[src/rtl/agc_cdu_link_pkg.sv]
// -----------------------------------------------------------------------------
// agc_cdu_pkg
// Shared types and widths for the AGC <-> CDU link block:
//   cmd_op_e  : command opcodes carried on cmd_op
//   zstate_e  : state of the AGCZ (zero) pulse sequencer
//   ANGLE_W   : width of the CDU angle counter
//   ERRCNT_W  : width of the signed error-burst pulse count
// -----------------------------------------------------------------------------
package agc_cdu_pkg;

    localparam int ANGLE_W  = 15;
    localparam int ERRCNT_W = 9;

    typedef enum logic [1:0] {
        CMD_ZERO    = 2'd0,
        CMD_CA_ON   = 2'd1,
        CMD_CA_OFF  = 2'd2,
        CMD_EEC_SET = 2'd3
    } cmd_op_e;

    typedef enum logic {
        Z_IDLE  = 1'b0,
        Z_PULSE = 1'b1
    } zstate_e;

endpackage

[src/rtl/agc_cdu_link_err_pulse_gen.sv]
// -----------------------------------------------------------------------------
// err_pulse_gen
// Converts one signed error burst into |count| single-cycle pulses on errp
// (positive count) or errm (negative count). The first pulse is issued the
// cycle after start; later pulses follow every PULSE_DIV cycles.
//
// Ports:
//   clk       in   clock (CLOCKH)
//   rst       in   asynchronous active-high reset
//   start     in   accepted burst (err_valid && err_ready) this cycle
//   count     in   signed pulse count for the burst
//   eec_next  in   value AGCEEC takes on the next edge; low aborts the burst
//   errp/errm out  error-counter drive pulses
//   busy      out  burst in progress
// -----------------------------------------------------------------------------
module err_pulse_gen
    import agc_cdu_pkg::*;
#(
    parameter int PULSE_DIV = 320
) (
    input  logic                       clk,
    input  logic                       rst,
    input  logic                       start,
    input  logic signed [ERRCNT_W-1:0] count,
    input  logic                       eec_next,
    output logic                       errp,
    output logic                       errm,
    output logic                       busy
);

    localparam int DIV_W = (PULSE_DIV > 1) ? $clog2(PULSE_DIV) : 1;
    localparam logic [DIV_W-1:0] DIV_RELOAD = DIV_W'(PULSE_DIV - 1);

    logic [ERRCNT_W-1:0] magnitude;
    logic [ERRCNT_W-1:0] remaining;
    logic [DIV_W-1:0]    div_cnt;
    logic                neg;

    // Unsigned magnitude: -256 maps to 9'h100, which still fits in 9 bits.
    always_comb begin
        magnitude = count[ERRCNT_W-1] ? (~count + 1'b1) : count;
    end

    // NOTE: sequential state uses non-blocking assignments so every register
    // samples the pre-edge values, independent of statement order.
    always_ff @(posedge clk or posedge rst) begin
        if (rst) begin
            errp      <= 1'b0;
            errm      <= 1'b0;
            busy      <= 1'b0;
            neg       <= 1'b0;
            remaining <= '0;
            div_cnt   <= '0;
        end else begin
            errp <= 1'b0;
            errm <= 1'b0;
            if (busy) begin
                // remaining==0 here means the last pulse is on the wire now,
                // so busy drops after this cycle; an EEC drop aborts at once.
                if (!eec_next || remaining == '0) begin
                    busy      <= 1'b0;
                    remaining <= '0;
                    div_cnt   <= '0;
                end else if (div_cnt == '0) begin
                    errp      <= ~neg;
                    errm      <= neg;
                    remaining <= remaining - 1'b1;
                    div_cnt   <= DIV_RELOAD;
                end else begin
                    div_cnt <= div_cnt - 1'b1;
                end
            end else if (start && eec_next && count != '0) begin
                busy      <= 1'b1;
                neg       <= count[ERRCNT_W-1];
                errp      <= ~count[ERRCNT_W-1];
                errm      <= count[ERRCNT_W-1];
                remaining <= magnitude - 1'b1;
                div_cnt   <= DIV_RELOAD;
            end
        end
    end

endmodule

[src/rtl/agc_cdu_link.sv]
// -----------------------------------------------------------------------------
// agc_cdu_link
// AGC side of the CDU interface: tracks the CDU angle from CDUP/CDUM pulses,
// executes ZERO / CA_ON / CA_OFF / EEC_SET commands, and drives signed error
// bursts to the CDU error counter as ERRP/ERRM pulse trains.
//
// Ports:
//   CLOCKH                in   sole clock
//   rst                   in   asynchronous active-high reset
//   CDUP, CDUM            in   angle increment / decrement pulses
//   cmd_valid/cmd_ready   in/out command handshake
//   cmd_op [1:0]          in   ZERO=0, CA_ON=1, CA_OFF=2, EEC_SET=3
//   cmd_eec               in   new AGCEEC level for EEC_SET
//   err_valid/err_ready   in/out error-burst handshake
//   err_count [8:0]       in   signed pulse count
//   AGCZ, AGCCA, AGCEEC   out  commands to the CDU
//   ERRP, ERRM            out  error-counter drive pulses
//   angle [14:0]          out  CDU angle counter
//   err_busy              out  burst in progress
//   angle_ovf             out  sticky wrap flag (only with AGC_CDU_OVF_EN)
//
// Build option: define AGC_CDU_OVF_EN to add the angle_ovf output.
// -----------------------------------------------------------------------------
module agc_cdu_link
    import agc_cdu_pkg::*;
#(
    parameter int PULSE_DIV  = 320,
    parameter int ZPULSE_LEN = 4
) (
    input  logic                CLOCKH,
    input  logic                rst,
    input  logic                CDUP,
    input  logic                CDUM,
    input  logic                cmd_valid,
    output logic                cmd_ready,
    input  logic [1:0]          cmd_op,
    input  logic                cmd_eec,
    input  logic                err_valid,
    output logic                err_ready,
    input  logic [ERRCNT_W-1:0] err_count,
    output logic                AGCZ,
    output logic                AGCCA,
    output logic                AGCEEC,
    output logic                ERRP,
    output logic                ERRM,
    output logic [ANGLE_W-1:0]  angle,
    output logic                err_busy
`ifdef AGC_CDU_OVF_EN
    ,
    output logic                angle_ovf
`endif
);

    localparam logic [ANGLE_W-1:0] ANGLE_MAX = {ANGLE_W{1'b1}};

    zstate_e            state_q, state_d;
    logic [3:0]         zcnt_q, zcnt_d;
    logic               started_q;
    logic               cmd_fire;
    logic               zero_fire;
    logic               eec_next;
    logic [ANGLE_W-1:0] angle_d;
    cmd_op_e            op;

    assign op        = cmd_op_e'(cmd_op);
    assign cmd_fire  = cmd_valid && cmd_ready;
    assign zero_fire = cmd_fire && (op == CMD_ZERO);
    assign eec_next  = (cmd_fire && op == CMD_EEC_SET) ? cmd_eec : AGCEEC;

    assign AGCZ      = (state_q == Z_PULSE);
    // started_q keeps cmd_ready low until the first edge after reset release.
    assign cmd_ready = started_q && (state_q == Z_IDLE);
    assign err_ready = AGCEEC && !err_busy;

    // NOTE: every signal assigned in always_comb gets a default first, so no
    // path leaves it unassigned and no latch is inferred.
    always_comb begin
        state_d = state_q;
        zcnt_d  = zcnt_q;
        case (state_q)
            Z_IDLE: begin
                if (zero_fire) begin
                    state_d = Z_PULSE;
                    zcnt_d  = 4'(ZPULSE_LEN - 1);
                end
            end
            Z_PULSE: begin
                if (zcnt_q == '0) begin
                    state_d = Z_IDLE;
                end else begin
                    zcnt_d = zcnt_q - 1'b1;
                end
            end
            default: state_d = Z_IDLE;
        endcase
    end

    // ZERO and the AGCZ pulse both pin the angle at 0, masking CDUP/CDUM.
    always_comb begin
        angle_d = angle;
        if (zero_fire || AGCZ) begin
            angle_d = '0;
        end else if (CDUP && !CDUM) begin
            angle_d = angle + 1'b1;
        end else if (CDUM && !CDUP) begin
            angle_d = angle - 1'b1;
        end
    end

    always_ff @(posedge CLOCKH or posedge rst) begin
        if (rst) begin
            state_q   <= Z_IDLE;
            zcnt_q    <= '0;
            started_q <= 1'b0;
            angle     <= '0;
            AGCCA     <= 1'b0;
            AGCEEC    <= 1'b0;
        end else begin
            state_q   <= state_d;
            zcnt_q    <= zcnt_d;
            started_q <= 1'b1;
            angle     <= angle_d;
            AGCEEC    <= eec_next;
            if (cmd_fire && op == CMD_CA_ON) begin
                AGCCA <= 1'b1;
            end else if (cmd_fire && op == CMD_CA_OFF) begin
                AGCCA <= 1'b0;
            end
        end
    end

`ifdef AGC_CDU_OVF_EN
    logic ovf_hit;

    assign ovf_hit = !zero_fire && !AGCZ &&
                     ((CDUP && !CDUM && angle == ANGLE_MAX) ||
                      (CDUM && !CDUP && angle == '0));

    always_ff @(posedge CLOCKH or posedge rst) begin
        if (rst) begin
            angle_ovf <= 1'b0;
        end else if (zero_fire) begin
            angle_ovf <= 1'b0;
        end else if (ovf_hit) begin
            angle_ovf <= 1'b1;
        end
    end
`endif

    err_pulse_gen #(
        .PULSE_DIV (PULSE_DIV)
    ) u_err_pulse_gen (
        .clk      (CLOCKH),
        .rst      (rst),
        .start    (err_valid && err_ready),
        .count    (err_count),
        .eec_next (eec_next),
        .errp     (ERRP),
        .errm     (ERRM),
        .busy     (err_busy)
    );

endmodule
[config.mk]
export PLATFORM = sky130hd
export DESIGN_NAME = agc_cdu_link
export DESIGN_NICKNAME = d
export VERILOG_FILES = /design/src/rtl/agc_cdu_link_pkg.sv /design/src/rtl/agc_cdu_link_err_pulse_gen.sv /design/src/rtl/agc_cdu_link.sv
export SDC_FILE = /design/constraint.sdc
export NUM_CORES = 1
export LEC_CHECK = 0
export ABC_AREA = 0
export BUFFER_PORTS_ARGS = -buffer_cell sky130_fd_sc_hd__buf_2
export CORE_MARGIN = 2
export CORE_UTILIZATION = 50
export CTS_CLUSTER_DIAMETER = 60
export DETAILED_ROUTE_END_ITERATION = 16
export GPL_ROUTABILITY_DRIVEN = 0
export GPL_TIMING_DRIVEN = 0
export HOLD_SLACK_MARGIN = 0.12
export PLACE_DENSITY = 0.66
export RECOVER_POWER = 100
export SETUP_SLACK_MARGIN = 0.15
export SLEW_MARGIN = 40
export SYNTH_ARGS = -nofsm -noshare
export SYNTH_HDL_FRONTEND = slang
export SYNTH_SLANG_ARGS = --single-unit
[constraint.sdc]
create_clock -name CLOCKH -period 5.8 [get_ports CLOCKH]
set_input_delay 0.29 -clock CLOCKH [delete_from_list [all_inputs] [get_ports CLOCKH]]
set_output_delay 0.29 -clock CLOCKH [all_outputs]
set_load 0.01 [all_outputs]
# Word-level counts from Yosys, hierarchy flattened
# Cells that the tools add are included.
# classes
mux,32
bitwise,5
reduce_logical,29
n_addsub,7
eq_ne,6
# ops
cell,count
9-bit 2-to-1 mux,9
15-bit 2-to-1 mux,3
"9-bit by 1-bit subtractor with 9-bit output, second input constant",3
9-bit zero test,2
1-bit 2-to-1 mux,16
"15-bit by 1-bit adder with 15-bit output, second input constant",1
"15-bit by 1-bit subtractor with 15-bit output, second input constant",1
1-bit logical AND,12
"9-bit by 1-bit adder with 9-bit output, second input constant",1
9-bit inverter,1
9-bit nonzero test,1
4-bit 2-to-1 mux,2
4-bit case mux with 2 select lines,1
2-bit AND reduction,3
"2-bit == test, second input constant",2
1-bit zero test,4
4-bit zero test,1
"2-bit inequality test, second input constant",2
1-bit inverter,4
2-bit nonzero test,2
"4-bit by 1-bit subtractor with 4-bit output, second input constant",1
"3-bit inequality test, second input constant",1
3-bit nonzero test,1
"2-bit by 1-bit == test with 1-bit output, second input constant",1
3 further kinds,4
# word_totals
word_cells,91
regBits,45
output_inout_bits,23

# Longest topological paths before layout
# Gate-level depths: netlist (run 1).
# depth
word_depth,9
ltp_mapped,10
ltp_nobuf,8

# Cells and area by module
# Synthesis (run 1) repeated with hierarchy kept, for this count alone.
# hier_totals
hier_cells,370
area_unflattened_um2,3279.4
# modules_own_cells
module,cells_each,area_per_inst_um2,instances,seq_area_each_um2
agc_cdu_link,187,1680.4,1,575.6
err_pulse_gen,183,1599.0,1,550.5

# Worst setup path after synthesis (run 1)
# Ideal clock, no wire load.
# synth_path
path_type,input to register
start,in CDUM
end,reg angle[14]
stages,8
setup_time_ns,0.079
arrival_ns,2.592
t_required_ns,5.721
slack_ns,3.129
cell_sequence,nand2b_1 fa_1 a21o_1 a221oi_1 o21ai_0 a31oi_1 mux2i_1 mux2i_1
# synth_between
elab_chain_cells,4
word_cells_on_any_way,6
cone_classes,mux (2); reduce/logical (4)
# synth_rtl
element,line,text
from (decl),agc_cdu_link.sv:33,"input logic CDUM,"
1-bit zero test,agc_cdu_link.sv:103,end else if (CDUP && !CDUM) begin
1-bit logical AND,agc_cdu_link.sv:103,
15-bit 2-to-1 mux,agc_cdu_link.sv:103,
15-bit 2-to-1 mux,agc_cdu_link.sv:101,if (zero_fire || AGCZ) begin
to (signal assigned),agc_cdu_link.sv:122,angle <= angle_d;
to (decl),agc_cdu_link.sv:46,"output logic [ANGLE_W-1:0] angle,"
# Several ways; a longest one is shown, not always the timed one.
# A chain may end at the register's enable or synchronous reset.

# Worst setup path in the final report (run 1)
# layout_path
start,reg u_err_pulse_gen.remaining[0]
end,reg u_err_pulse_gen.remaining[4]
# layout_between
elab_chain_cells,4
word_cells_on_any_way,8
cone_classes,add/sub (1); eq/ne (1); mux (3); reduce/logical (3)
# layout_rtl
element,line,text
from (decl),agc_cdu_link_err_pulse_gen.sv:35,logic [ERRCNT_W-1:0] remaining;
from (signal assigned),agc_cdu_link_err_pulse_gen.sv:67,remaining <= remaining - 1'b1;
from (signal assigned),agc_cdu_link_err_pulse_gen.sv:77,remaining <= magnitude - 1'b1;
9-bit by 1-bit subtractor with 9-bit output / 9-bit zero test (equally long branches),"agc_cdu_link_err_pulse_gen.sv:67, agc_cdu_link_err_pulse_gen.sv:60",
9-bit 2-to-1 mux / 1-bit logical OR (equally long branches),"agc_cdu_link_err_pulse_gen.sv:64, agc_cdu_link_err_pulse_gen.sv:60",
9-bit 2-to-1 mux / 3-bit inequality test (equally long branches),--,
9-bit 2-to-1 mux / 2-bit AND reduction (equally long branches),--,
# Several ways; a longest one is shown, not always the timed one. The select of a mux whose other input is x is not followed.

==> flow_summary.json, run 1 <==
{
  "status": "finished with violations",
  "violations": "capacitance limit, slew limit",
  "critPathLaunchType": "flop",
  "fmax_mhz": 298,
  "period_needed_ns": 3.35,
  "drv_cap": 1,
  "drt_iter0_drc": 112,
  "place_area_sq_um": 3550,
  "p_leak_nw": 1.55,
  "period_share_pct": 57.8,
  "grt_max_degree": 31,
  "core_area_sq_um": 6310,
  "clk_latency_ns": 0.30,
  "ys_types": 65,
  "finalNonFillerCells": 497,
  "yosys_register_bits": 45,
  "skew_ns": 0.00883,
  "final_nets": 459,
  "insertedDiodeCount": 0,
  "yosys.area.top_type": "dfrtp_1",
  "cts_max_path_buffers": 2,
  "relSlewSlack_pct": -11.8,
  "holdCritStartpoint": "cmd_op[1]",
  "dp_cells": 489,
  "cts_root_buf": "clkbuf_8",
  "grt_pass1_wl_mm": 12.6,
  "hold_class": "in2reg",
  "final_cell_area_sq_um": 3590,
  "grt_pass1_vias": 2825,
  "grt_setup_unrepaired": "false",
  "syn_avg_cell_area_sq_um": 8.68,
  "grt_usage_pct": 21.2,
  "r2r_slack_ns": 2.45,
  "antenna_found_initial": 0,
  "regArea_sq_um": 1130,
  "cp-end-kind": "flop",
  "final_layout_size_suffix_gt1_share_pct": 8.10,
  "dp_hpwl_mm": 5.52,
  "cp_data_required_time_ns": 5.99,
  "fillerInstances": 624,
  "slew_violations": 31,
  "crit_path_start": "u_err_pulse_gen.remaining[0]$_DFFE_PP0P_",
  "ios": 41,
  "path_cells": "inv_1, ha_1, or4b_1, nor3_1, or2_0, clkbuf_1, clkbuf_1, o21ai_0, a22o_1",
  "synth_edf_count": 0,
  "synth.top_cells.by_area": "dfrtp_1 35%, ha_1 7.7%, xnor2_1 4.9%",
  "multi_input_area_sq_um": 1970,
  "syn_nets": 412,
  "fin_util_pct": 56.9,
  "ant_nets": 0,
  "cts_setup_buffers": 0,
  "area_growth_pct": 10.9,
  "synth.most_common_cell": "dfrtp_1",
  "p_int_uw": 953,
  "vias_per_cell": 5.82,
  "synth_top_area_share_pct": 34.8,
  "clk_pin_slew_ns": 0.08,
  "routedWlPerCell_um": 14.8,
  "pwr-share-clk_pct": 13.8,
  "die_area_sq_um": 7140,
  "power_switching_uw": 738,
  "grt-ovfl-total": 0,
  "first_pass_iters": 4,
  "port_buffers": 38,
  "p_sw_share_pct": 43.7,
  "cts_made_buffers": 5,
  "irDropWorstVdd_mv": 0.240,
  "synth_cells": 373,
  "start_util_pct": 51.3,
  "vias": 2893,
  "hold_viol": 0,
  "setup_viol": 0,
  "ys_seq_area_share_pct": 34.8,
  "ys_warn_count": 0,
  "routed_wl_mm": 7.34,
  "setup_tns_ns": 0,
  "power_density_nw_per_um2": 471,
  "worstSetupPathType": "reg2reg",
  "cts_sinks": 45,
  "slowest_delay_ns": 0.85,
  "crit_fanout": 10,
  "seqPwrFrac_pct": 32.7,
  "tightest_slew_ns": 1.68,
  "die_x_um": 84.5,
  "crit_path_frequent_cell": "clkbuf_1",
  "synth_common_cells": "45 x dfrtp_1, 38 x nand2_1, 29 x o21ai_0",
  "cts_max_level": 2,
  "critPathSlowestCell": "nor3_1",
  "comb_power_share_pct": 53.5,
  "synthFlopType": "dfrtp_1",
  "drcViolationCount": 0,
  "die_h_um": 84.5,
  "async_flop_share_pct": 100,
  "syn_area_sq_um": 3240,
  "core.rowCount": 29,
  "r2r_start": "u_err_pulse_gen.remaining[0]$_DFFE_PP0P_",
  "worstPathArrival_ns": 3.54,
  "p_total_mw": 1.69,
  "cts_tree": "built"
}
worst paths after layout:
check	endpoint	cells past startpoint
max	u_err_pulse_gen.remaining[4]$_DFFE_PP0P_	9
min	AGCCA$_DFFE_PP0P_	2
max reg2reg	u_err_pulse_gen.remaining[4]$_DFFE_PP0P_	9
min reg2reg	u_err_pulse_gen.errp$_DFF_PP0_	1
max in group asynchronous	u_err_pulse_gen.div_cnt[5]$_DFFE_PP0P_	4
min in group asynchronous	angle[1]$_DFFE_PP0P_	3
critical path: cells and delay by family, from the launching register on:
kind	cells	cell delay (ns)
and+or+nand+nor	3	1.57
buffers and inverters	3	0.72
DFF	1	0.41
AOI/OAI and AO/OA	2	0.38
adders and majority gates	1	0.17
layout make-up:
| type | count | share of cell area, % |
|---|---|---|
| Sequential cell | 45 | 31.3 |
| Buffer | 15 | 1.78 |
| Clock buffer | 5 | 1.92 |
| Inverter | 16 | 1.71 |
| Clock inverter | 2 | 0.975 |
| Tap cell | 77 | 2.68 |
| Timing Repair Buffer | 40 | 4.91 |
| Multi-Input combinational cell | 297 | 54.7 |
kinds of logic (layout without fill, tap and decap cells):
kind of cell | count (synthesis) | in the layout | share of synthesized area (%)
xor gates and xnor gates | 26 | 26 | 7.03
buffers and inverters | 31 | 78 | 4.02
and+or+nand+nor | 139 | 139 | 22.8
adders and majority gates | 21 | 21 | 8.34
AOI/OAI and AO/OA | 106 | 106 | 21.7
muxes | 4 | 4 | 1.24
DFF | 45 | 45 | 34.8
other | 1 | 1 | 0.116
per-layer routing:
layer / wire length, um / track usage, % / part of all wire (%)
met1: 3300 / 26.0 / 45
met2: 3560 / 38.2 / 48
met3: 325 / 2.85 / 4.4
met4: 149 / 6.93 / 2.0
met5: 0 / 0 / 0
power groups by stage:
| stage | Combinational, mW | Sequential, mW | Clock, mW |
|---|---|---|---|
| after floorplan | 0.695 | 0.557 | 0 |
| after detailed placement | 0.927 | 0.556 | 0 |
| final | 0.904 | 0.554 | 0.233 |
| after global placement | 0.916 | 0.552 | 0 |
| after global routing | 1.02 | 0.573 | 0.254 |
| after CTS | 0.931 | 0.551 | 0.244 |
sequential cells by signal (all words and copies together) (netlist names):
signal	count
AGCCA	1
u_err_pulse_gen.div_cnt	9
u_err_pulse_gen.neg	1
u_err_pulse_gen.remaining	9
AGCEEC	1
started_q	1
angle	15
u_err_pulse_gen.errp	1
AGCZ	1
u_err_pulse_gen.busy	1
u_err_pulse_gen.errm	1
zcnt_q	4
cells in the final DEF (no fill, tap or decap), types with 15 or more instances in the layout:
master / netlist / layout
a21oi_1: 24 / 24
buf_2: 1 / 16
clkbuf_1: 9 / 36
dfrtp_1: 45 / 45
ha_1: 20 / 20
inv_1: 16 / 15
nand2_1: 38 / 38
nand3_1: 15 / 15
nor2_1: 22 / 23
o21ai_0: 29 / 29
xnor2_1: 18 / 18
timing repair:
item | CTS | global route
hold buffers | 1 | 0
resized for setup | 0 | 0
hold endpoints to repair | 15 | 0
metrics by stage:
stage	setup WS, ns	hold WS (ns)
final	2.45	0.259
after global routing	2.21	0.271
after CTS	2.87	0.246
after detailed placement	2.57	0.238
after global placement	2.56	0.472
after floorplan	3.13	0.398
Power figures use the tool's default switching activity.
==> run 2: changes to the inputs <==
PLACE_DENSITY = 0.69   (was 0.66)
clock period = 2.8 ns   (was 5.8 ns; I/O delays follow)
==> run 2 against run 1 <==
The flow now finishes without violations. Clock skew is 0.0034 ns higher. Wire length rose by 2.5%. Clock power grew 120%. Critical path depth fell by 2. Power increased by 110%. Worst hold slack got worse by 0.084 ns. First-iteration DRC count increased by 47%. Die area is the same. Non-clock buffer count up 2. Sequential power rose by 110%. Sequential share of layout area down 0.48 points. Largest power group unchanged. Highest routed layer unchanged.
==> flow_summary.json, run 2 (synthesis gave the netlist of run 1 again) <==
{
  "status": "completed",
  "first_pass_iters": 4,
  "final_nets": 461,
  "cts_tree": "built",
  "largest_reg_flops": 15,
  "drcViolationCount": 0,
  "fillerInstances": 615,
  "cts_root_buf": "clkbuf_8",
  "routedWlPerCell_um": 15.0,
  "r2r_start": "u_err_pulse_gen.remaining[0]$_DFFE_PP0P_",
  "cts_made_buffers": 5,
  "multi_input_area_sq_um": 1990,
  "power_density_nw_per_um2": 984,
  "critPathSlowestCell": "or4b_4",
  "core.rowCount": 29,
  "cp-end-kind": "flop",
  "period_needed_ns": 2.52,
  "reg_top3": "angle x15, u_err_pulse_gen.div_cnt x9, u_err_pulse_gen.remaining x9",
  "regMostFlops": "angle",
  "die_h_um": 84.5,
  "regArea_sq_um": 1130,
  "final_common_cell": "dfrtp_1",
  "routed_wl_mm": 7.52,
  "hold_class": "in2reg",
  "p_leak_nw": 1.56,
  "hold-worst-slack_ns": 0.175,
  "worst-path-buf-inv": 2,
  "tightest_slew_ns": 1.36,
  "cts_max_level": 2,
  "vias_per_cell": 5.84,
  "grt_max_degree": 25,
  "drv_cap": 0,
  "core_area_sq_um": 6310,
  "min_path_cells": 3,
  "relSlewSlack_pct": 9.08,
  "cts_sinks": 45,
  "crit_fanout": 9,
  "critPathLaunchType": "flop",
  "clk_latency_ns": 0.30,
  "cts_max_path_buffers": 2,
  "layout_common_cells": "45 x dfrtp_1, 38 x nand2_1, 37 x clkbuf_1, 29 x o21ai_0, 24 x a21oi_1",
  "antenna_found_initial": 0,
  "irDropWorstVdd_mv": 0.420,
  "fmax_mhz": 396,
  "grt_setup_unrepaired": "false",
  "path_cells": "inv_1, ha_1, or4b_4, nor3_1, clkbuf_1, nor2_2, a221o_1",
  "port_buffers": 38,
  "ant_nets": 0,
  "grt-ovfl-total": 0,
  "grt_pass1_vias": 2866,
  "cp_data_required_time_ns": 2.98,
  "die_x_um": 84.5,
  "crit_family": "simple AND/OR/NAND/NOR gates",
  "insertedDiodeCount": 0,
  "holdCritStartpoint": "cmd_op[0]",
  "setup_ws_ns": 0.276,
  "clk_pin_slew_ns": 0.08,
  "die_area_sq_um": 7140,
  "hold_path_end": "AGCCA$_DFFE_PP0P_",
  "area_growth_pct": 12.7,
  "setup_viol": 0,
  "start_util_pct": 51.3,
  "ios": 41,
  "grt_usage_pct": 21.9,
  "r2r-end": "u_err_pulse_gen.div_cnt[2]$_DFFE_PP0P_",
  "hold_viol": 0,
  "worstSetupPathType": "reg2reg",
  "worstPathArrival_ns": 2.70,
  "vias": 2918,
  "r2r_slack_ns": 0.28,
  "slowest_delay_ns": 0.50,
  "r2r_cells": 7,
  "dp_slack_ns": -0.379,
  "slew_violations": 0,
  "skew_ns": 0.0123,
  "grt_pass1_wl_mm": 13.0,
  "drt_iter0_drc": 165,
  "final_layout_size_suffix_gt1_share_pct": 8.75,
  "period_share_pct": 90.1,
  "dp_hpwl_mm": 5.59
}
==> run 2: how the worst max path moves through the flow <==
stage | cells past startpoint | end | from | slack [ns]
finish | 7 | u_err_pulse_gen.div_cnt[2]$_DFFE_PP0P_ | u_err_pulse_gen.remaining[0]$_DFFE_PP0P_ | 0.28
global route | 7 | u_err_pulse_gen.div_cnt[2]$_DFFE_PP0P_ | u_err_pulse_gen.remaining[0]$_DFFE_PP0P_ | 0.11
global placement | 9 | angle[14]$_DFFE_PP0P_ | CDUM | -0.28
floorplan | 8 | angle[14]$_DFFE_PP0P_ | CDUM | 0.28
CTS | 7 | angle[14]$_DFFE_PP0P_ | angle[0]$_DFFE_PP0P_ | 0.27
detailed placement | 9 | angle[14]$_DFFE_PP0P_ | CDUM | -0.38
==> run 2: what timing repair did <==
item,4_1_cts,5_1_grt
setup endpoints to repair,2,4
resized for setup,2,2
hold buffers,2,0
buffers inserted,0,1
pin swaps,0,1
hold endpoints to repair,46,0
==> run 2: area by class of cell <==
class	count	share of cell area, %
multi-input combinational	297	54.6
inverter	16	1.68
tap	77	2.64
clock buffer	7	2.37
buffer	15	1.89
sequential	45	30.9
timing repair buffer	42	5.14
clock inverter	1	0.823
==> run 2: power by group <==
group | leakage [nW] | internal (mW) | switching, mW
registers | 0.564 | 0.905 | 0.247
clock network | 0.0585 | 0.291 | 0.218
logic | 0.941 | 0.837 | 1.09
==> run 2: routing by layer <==
layer,vias to the layer above,track usage [%],wire [um]
met5,-,0,0
met4,0,7.07,119
met3,12,2.95,309
met2,71,38.1,3710
met1,1367,28.1,3380
li1,1468,-,-
==> run 2: worst reg2reg max path: stages, from the launching register on <==
cell and delay [ns]:
dfrtp_1 0.42, inv_1 0.07, ha_1 0.17, or4b_4 0.50
nor3_1 0.32, clkbuf_1 0.37, nor2_2 0.19, a221o_1 0.37
==> run 2: through the flow <==
stage	utilization (%)	TNS (ns)	std cells	total power, mW	area [sq um]
final	57.8	0	500	3.59	3650
after global routing	57.8	0	500	3.93	3650
after CTS	58.5	0	499	3.63	3690
after detailed placement	56.2	-0.663	489	3.09	3550
after global placement	55.8	-0.498	488	3.03	3530
after floorplan	-	0	373	2.59	3240
